[src/rtl/shift_dispatch_pkg.sv]
// Shared definitions for the shift dispatcher: widths, direction codes,
// FSM state type and the packed command record stored in the FIFO.
package shift_dispatch_pkg;

    localparam int unsigned DATA_W = 64;
    localparam int unsigned AMT_W  = 6;
    localparam int unsigned CMD_W  = DATA_W + AMT_W + 1;

    localparam logic DIR_RIGHT = 1'b0;
    localparam logic DIR_LEFT  = 1'b1;

    typedef enum logic [1:0] {
        ST_IDLE,
        ST_ISSUE,
        ST_WAIT,
        ST_RESP
    } state_t;

    typedef struct packed {
        logic [DATA_W-1:0] operand;
        logic [AMT_W-1:0]  amount;
        logic              dir;
    } cmd_t;

endpackage

[src/rtl/shift_dispatch_if.sv]
// Command, shifter and response signals of the shift dispatcher.
// slave: the dispatcher side; master: the environment (producer, shifter, consumer).
interface shift_dispatch_if;
    import shift_dispatch_pkg::*;

    logic              cmd_valid;
    logic              cmd_ready;
    logic [DATA_W-1:0] cmd_operand;
    logic [AMT_W-1:0]  cmd_amount;
    logic              cmd_dir;
    logic [DATA_W-1:0] sh_operand;
    logic [DATA_W-1:0] sh_amount;
    logic              sh_dir;
    logic              sh_control;
    logic [DATA_W-1:0] sh_result;
    logic              rsp_valid;
    logic              rsp_ready;
    logic [DATA_W-1:0] rsp_data;
    logic              busy;

    modport slave (
        input  cmd_valid, cmd_operand, cmd_amount, cmd_dir, sh_result, rsp_ready,
        output cmd_ready, sh_operand, sh_amount, sh_dir, sh_control,
               rsp_valid, rsp_data, busy
    );

    modport master (
        output cmd_valid, cmd_operand, cmd_amount, cmd_dir, sh_result, rsp_ready,
        input  cmd_ready, sh_operand, sh_amount, sh_dir, sh_control,
               rsp_valid, rsp_data, busy
    );

endinterface

[src/rtl/shift_cmd_fifo.sv]
// Synchronous command FIFO; power-of-two depth, pointers wrap naturally.
// Push while full and pop while empty are ignored.
module shift_cmd_fifo
    import shift_dispatch_pkg::*;
#(
    parameter int unsigned DEPTH = 4,
    parameter int unsigned WIDTH = CMD_W
) (
    input  logic                     clk,
    input  logic                     reset,
    input  logic                     i_push,
    input  logic [WIDTH-1:0]         i_wdata,
    input  logic                     i_pop,
    output logic [WIDTH-1:0]         o_rdata,
    output logic                     o_full,
    output logic                     o_empty,
    output logic [$clog2(DEPTH):0]   o_count
);
    localparam int unsigned AW = $clog2(DEPTH);

    logic [WIDTH-1:0] r_mem [DEPTH];
    logic [AW-1:0]    r_wr_ptr;
    logic [AW-1:0]    r_rd_ptr;
    logic [AW:0]      r_count;
    logic             w_do_push;
    logic             w_do_pop;

    assign w_do_push = i_push && !o_full;
    assign w_do_pop  = i_pop && !o_empty;

    // Pointer advance and occupancy tracking; simultaneous push+pop keeps the count.
    always_ff @(posedge clk or posedge reset) begin
        if (reset) begin
            r_wr_ptr <= '0;
            r_rd_ptr <= '0;
            r_count  <= '0;
        end else begin
            if (w_do_push) r_wr_ptr <= r_wr_ptr + AW'(1);
            if (w_do_pop)  r_rd_ptr <= r_rd_ptr + AW'(1);
            case ({w_do_push, w_do_pop})
                2'b10:   r_count <= r_count + (AW+1)'(1);
                2'b01:   r_count <= r_count - (AW+1)'(1);
                default: r_count <= r_count;
            endcase
        end
    end

    // Entry storage; contents are don't-care until written, so no reset.
    always_ff @(posedge clk) begin
        if (w_do_push) r_mem[r_wr_ptr] <= i_wdata;
    end

    assign o_rdata = r_mem[r_rd_ptr];
    assign o_full  = (r_count == (AW+1)'(DEPTH));
    assign o_empty = (r_count == '0);
    assign o_count = r_count;

endmodule

[src/rtl/shift_dispatch.sv]
// Queues shift commands and issues them one at a time to an external shifter:
// pop -> one-cycle strobe -> wait SHIFT_LATENCY cycles -> capture -> hold until consumed.
module shift_dispatch
    import shift_dispatch_pkg::*;
#(
    parameter int unsigned DEPTH         = 4,
    parameter int unsigned SHIFT_LATENCY = 1
) (
    input  logic             clk,
    input  logic             reset,
    shift_dispatch_if.slave  bus
);
    localparam int unsigned AW = $clog2(DEPTH);
    localparam int unsigned CW = (SHIFT_LATENCY > 1) ? $clog2(SHIFT_LATENCY) : 1;

    state_t            r_state;
    state_t            w_state_nx;
    logic              w_pop;
    logic              w_full;
    logic              w_empty;
    logic [AW:0]       w_count;
    cmd_t              w_push_cmd;
    cmd_t              w_head;
    logic [CW-1:0]     r_wait_cnt;
    logic [DATA_W-1:0] r_sh_operand;
    logic [AMT_W-1:0]  r_sh_amount;
    logic              r_sh_dir;
    logic [DATA_W-1:0] r_rsp_data;
    logic              w_wait_done;

    assign w_push_cmd = '{operand: bus.cmd_operand, amount: bus.cmd_amount, dir: bus.cmd_dir};

    shift_cmd_fifo #(
        .DEPTH (DEPTH),
        .WIDTH (CMD_W)
    ) u_fifo (
        .clk     (clk),
        .reset   (reset),
        .i_push  (bus.cmd_valid),
        .i_wdata (w_push_cmd),
        .i_pop   (w_pop),
        .o_rdata (w_head),
        .o_full  (w_full),
        .o_empty (w_empty),
        .o_count (w_count)
    );

    assign w_wait_done = (r_state == ST_WAIT) && (r_wait_cnt == '0);

    // FSM state register.
    always_ff @(posedge clk or posedge reset) begin
        if (reset) r_state <= ST_IDLE;
        else       r_state <= w_state_nx;
    end

    // Next-state decode; the pop is issued only from IDLE so one command is in flight.
    always_comb begin
        w_state_nx = r_state;
        w_pop      = 1'b0;
        case (r_state)
            ST_IDLE: begin
                if (!w_empty) begin
                    w_state_nx = ST_ISSUE;
                    w_pop      = 1'b1;
                end
            end
            ST_ISSUE: w_state_nx = ST_WAIT;
            ST_WAIT:  if (w_wait_done) w_state_nx = ST_RESP;
            ST_RESP:  if (bus.rsp_ready) w_state_nx = ST_IDLE;
            default:  w_state_nx = ST_IDLE;
        endcase
    end

    // Shifter operand latch, wait down-counter and response capture.
    always_ff @(posedge clk or posedge reset) begin
        if (reset) begin
            r_sh_operand <= '0;
            r_sh_amount  <= '0;
            r_sh_dir     <= DIR_RIGHT;
            r_wait_cnt   <= '0;
            r_rsp_data   <= '0;
        end else begin
            if (w_pop) begin
                r_sh_operand <= w_head.operand;
                r_sh_amount  <= w_head.amount;
                r_sh_dir     <= w_head.dir;
            end
            if (r_state == ST_ISSUE)
                r_wait_cnt <= CW'(SHIFT_LATENCY - 1);
            else if (r_state == ST_WAIT && r_wait_cnt != '0)
                r_wait_cnt <= r_wait_cnt - CW'(1);
            if (w_wait_done)
                r_rsp_data <= bus.sh_result;
        end
    end

    assign bus.cmd_ready  = !w_full;
    assign bus.sh_operand = r_sh_operand;
    assign bus.sh_amount  = {{(DATA_W-AMT_W){1'b0}}, r_sh_amount};
    assign bus.sh_dir     = r_sh_dir;
    assign bus.sh_control = (r_state == ST_ISSUE);
    assign bus.rsp_valid  = (r_state == ST_RESP);
    assign bus.rsp_data   = r_rsp_data;
    assign bus.busy       = (w_count != '0) || (r_state != ST_IDLE);

endmodule

[src/flat_wrapper.sv]
// flat-port wrapper written by rule: the top's interface ports become plain ports
module shift_dispatch_flat import shift_dispatch_pkg::*;
#(
    parameter int unsigned DEPTH         = 4,
    parameter int unsigned SHIFT_LATENCY = 1
)
  (clk, reset, bus_cmd_valid, bus_cmd_operand, bus_cmd_amount, bus_cmd_dir, bus_sh_result, bus_rsp_ready, bus_cmd_ready, bus_sh_operand, bus_sh_amount, bus_sh_dir, bus_sh_control, bus_rsp_valid, bus_rsp_data, bus_busy);
  shift_dispatch_if bus_i ();
  input  logic clk;
  input  logic reset;
  input wire logic [$bits(bus_i.cmd_valid)-1:0] bus_cmd_valid;
  input wire logic [$bits(bus_i.cmd_operand)-1:0] bus_cmd_operand;
  input wire logic [$bits(bus_i.cmd_amount)-1:0] bus_cmd_amount;
  input wire logic [$bits(bus_i.cmd_dir)-1:0] bus_cmd_dir;
  input wire logic [$bits(bus_i.sh_result)-1:0] bus_sh_result;
  input wire logic [$bits(bus_i.rsp_ready)-1:0] bus_rsp_ready;
  output wire logic [$bits(bus_i.cmd_ready)-1:0] bus_cmd_ready;
  output wire logic [$bits(bus_i.sh_operand)-1:0] bus_sh_operand;
  output wire logic [$bits(bus_i.sh_amount)-1:0] bus_sh_amount;
  output wire logic [$bits(bus_i.sh_dir)-1:0] bus_sh_dir;
  output wire logic [$bits(bus_i.sh_control)-1:0] bus_sh_control;
  output wire logic [$bits(bus_i.rsp_valid)-1:0] bus_rsp_valid;
  output wire logic [$bits(bus_i.rsp_data)-1:0] bus_rsp_data;
  output wire logic [$bits(bus_i.busy)-1:0] bus_busy;
  assign bus_i.cmd_valid = bus_cmd_valid;
  assign bus_i.cmd_operand = bus_cmd_operand;
  assign bus_i.cmd_amount = bus_cmd_amount;
  assign bus_i.cmd_dir = bus_cmd_dir;
  assign bus_i.sh_result = bus_sh_result;
  assign bus_i.rsp_ready = bus_rsp_ready;
  assign bus_cmd_ready = bus_i.cmd_ready;
  assign bus_sh_operand = bus_i.sh_operand;
  assign bus_sh_amount = bus_i.sh_amount;
  assign bus_sh_dir = bus_i.sh_dir;
  assign bus_sh_control = bus_i.sh_control;
  assign bus_rsp_valid = bus_i.rsp_valid;
  assign bus_rsp_data = bus_i.rsp_data;
  assign bus_busy = bus_i.busy;
  shift_dispatch #(.DEPTH(DEPTH), .SHIFT_LATENCY(SHIFT_LATENCY)) u_core (.clk(clk), .reset(reset), .bus(bus_i));
endmodule
[config.mk]
export PLATFORM = sky130hd
export DESIGN_NAME = shift_dispatch_flat
export DESIGN_NICKNAME = d
export VERILOG_FILES = /design/src/rtl/shift_dispatch_pkg.sv /design/src/rtl/shift_dispatch_if.sv /design/src/rtl/shift_cmd_fifo.sv /design/src/rtl/shift_dispatch.sv /design/src/flat_wrapper.sv
export SDC_FILE = /design/constraint.sdc
export NUM_CORES = 1
export LEC_CHECK = 0
export CAP_MARGIN = 30
export CELL_PAD_IN_SITES_DETAIL_PLACEMENT = 0
export CELL_PAD_IN_SITES_GLOBAL_PLACEMENT = 2
export CORE_UTILIZATION = 33
export DETAILED_ROUTE_END_ITERATION = 10
export GPL_ROUTABILITY_DRIVEN = 1
export PLACE_DENSITY = 0.81
export SKIP_CTS_REPAIR_TIMING = 1
export SLEW_MARGIN = 20
export SYNTH_ARGS = -nofsm -noshare
export SYNTH_HDL_FRONTEND = slang
export SYNTH_SLANG_ARGS = --single-unit
[constraint.sdc]
create_clock -name clk -period 4.5 [get_ports clk]
set_input_delay 0.45 -clock clk [delete_from_list [all_inputs] [get_ports clk]]
set_output_delay 0.45 -clock clk [all_outputs]
set_load 0.02 [all_outputs]
==> impl_metrics.json <==
{
  "run_status": "complete, no violations",
  "tightest_slew_ps": 905.1,
  "drc": 0,
  "synth_cell_types": 28,
  "slew_headroom_pct": 39.66,
  "grt_use_met1_pct": 17.32,
  "powerDensity_nw_per_um2": 712.6,
  "initial_core_util_pct": 33.36,
  "synth.most_common_cell": "edfxtp_1",
  "rr_endpoint": "u_core.u_fifo.r_mem[3][51]",
  "first_iter_violations": 431,
  "synth_top_area_share_pct": 52.33,
  "vias": 8511,
  "rsz0062_at_grt": "no",
  "synth_area_leader_cell": "edfxtp_1",
  "ys_ff_latch": 429,
  "fin_crit_sh_pct": 57.68,
  "die_w_um": 224.2,
  "setup_viol": 0,
  "first_pass_iters": 4,
  "regToRegSetupSlack_ps": 2330,
  "clock.fmax_ghz": 0.3853,
  "hp-class": "in -> async",
  "arrival_ps": 2150,
  "r2r-start": "u_core.u_fifo.o_count[2]",
  "antenna_found_initial": 4,
  "p_leak_nw": 7.979,
  "worstPathCellList": "nor3_1 > nand2_1 > clkdlybuf4s50_1",
  "core_um2": 48850,
  "wl_per_cell_um": 18.00,
  "grt.total_usage_pct": 13.74,
  "synth_enable_flop_cells": 284,
  "cts.sinks": 429,
  "grt_pass1_vias": 8982,
  "htreeDepth": 2,
  "gr-total-overflow": 0,
  "grt_max_degree": 92,
  "cts-buffers-inserted": 45,
  "wirelength_um": 34590,
  "io_buffers": 277,
  "insertion_delay_ps": 580,
  "slowest_stage": "clkdlybuf4s50_1",
  "path_max_fanout": 5,
  "synthCells": 916,
  "synthFlopType": "edfxtp_1",
  "finalHoldViolations": 0,
  "die-area_um2": 50280,
  "std_cell_rows": 81,
  "nets": 1370,
  "met3_usage_pct": 4.311,
  "grt_busiest_layer": "met2",
  "syn_to_final_growth_pct": 30.39,
  "place_congestion": 0.6958,
  "die_h_um": 224.2,
  "synth_area_um2": 16300,
  "ioPinCount": 336,
  "fin_crit_ps": 2596,
  "setup_tns_ps": 0,
  "r2r_cells": 3,
  "viasPerCell": 4.428,
  "drtAntennaViolNets": 0,
  "async_flop_share_pct": 33.80,
  "dp_hpwl_um": 21520,
  "fin_cells": 1922,
  "clockRootBuffer": "clkbuf_16",
  "crit_start": "u_core.u_fifo.o_count[0]",
  "cp-end-kind": "output port",
  "yosys_warnings": 0,
  "dp_cells": 1835,
  "grt_pass1_wl_um": 52140,
  "startpoint_type": "flip-flop",
  "drive_gt1_share_pct": 19.17,
  "seq_area_frac_synth_pct": 74.59,
  "syn_avg_cell_area_um2": 17.79,
  "critical_path_required_ps": 4050,
  "use_met2_pct": 22.85,
  "cts_tree": "yes",
  "critPathMaxStageDelay_ps": 590,
  "synth_common_cells": "edfxtp_1 (284), nand2_1 (215), dfrtp_1 (145)",
  "synth.area.top_cells": "edfxtp_1 (52%), dfrtp_1 (22%), mux4_2 (9.8%)",
  "cts_buffer_depth": 3,
  "maxCapViolCount": 0,
  "slew_viol_final": 0,
  "clk_pin_slew_ps": 60,
  "fin_worst_skew_ps": 23.99,
  "path_class": "reg -> out",
  "irDropWorstVdd_mv": 0.3347
}
## cell usage in the layout, fill, tap and decap left out, types with 8 or more instances in the layout
cell type / Yosys / routed
dfrtp_1: 145 / 143
clkbuf_16: 0 / 48
clkbuf_1: 7 / 12
nand2_1: 215 / 215
edfxtp_1: 284 / 284
clkdlybuf4s50_1: 0 / 277
clkinv_2: 0 / 8
mux2_2: 66 / 66
conb_1: 1 / 58
ha_1: 9 / 9
mux4_2: 71 / 71
buf_4: 59 / 16
## cell families after synthesis
family,Yosys count,share of synthesized area (%)
AO/OA/AOI/OAI,3,0.1612
XOR/XNOR,6,0.3224
adder cells (fa/ha/maj),10,0.8138
buffers and inverters,103,4.192
flip-flops,429,74.59
multiplexers,138,14.46
other,1,0.02301
AND/OR/NAND/NOR,226,5.435
## power breakdown
part	switching (mW)	internal, mW
clock network	1.52	2.23
logic	2.69	2.60
registers	0.642	5.46
total	4.86	10.3
## flip-flops by register name (all words and copies together) (netlist names)
register,count
u_core.r_sh_amount,6
u_core.u_fifo.o_count,3
u_core.bus.sh_operand,64
u_core.u_fifo.r_wr_ptr,2
u_core.bus.rsp_data,64
u_core.r_wait_cnt,1
u_core.bus.sh_dir,1
u_core.u_fifo.r_mem,284
u_core.u_fifo.r_rd_ptr,2
u_core.r_state,2
## routing by layer
metal  up-vias  share of wire, %
li1       3869                 -
met3        55               7.6
met1      4299                42
met4         6               2.0
met5         -              0.12
met2       282                49
## final cells by class
type	instances	area, um2
flip-flops and latches	429	12160
clock buffers	65	1315
fillers	4423	27600
diodes	1	2.502
repair buffers	297	2988
clock inverters	18	210.2
inverters	7	32.53
well taps	664	830.8
multi-input cells	441	3709
## how the worst max path moves through the flow
stage                                 endpoint  slack (ps)  depth (start not counted)
floorplan               u_core.bus.rsp_data[0]         160                          1
global placement    u_core.u_fifo.r_mem[0][45]        1880                          3
detailed placement      u_core.bus.rsp_data[5]        1850                          5
CTS                                   bus_busy        1770                          3
global route                          bus_busy        1770                          3
finish                                bus_busy        1900                          3
## stage by stage
stage | util (%) | power, mW | worst slack [ps] | hold WS, ps | area (um2)
2_1_floorplan | - | 9.355 | 155.4 | 478.8 | 16510
3_3_place_gp | 40.18 | 11.47 | 1881 | 458.8 | 19630
3_5_place_dp | 40.22 | 11.56 | 1854 | 461.8 | 19650
4_1_cts | 43.35 | 15.39 | 1769 | 455.1 | 21170
5_1_grt | 43.50 | 16.02 | 1770 | 283.3 | 21250
6_report | 43.50 | 15.14 | 1904 | 269.7 | 21250
## critical path, delay by kind of cell, from the launching register on
kind                   cells  cell delay, ps
AND/OR/NAND/NOR            2             530
flip-flops                 1             460
buffers and inverters      1             590
Note: power is estimated with default switching activity, not from simulation.
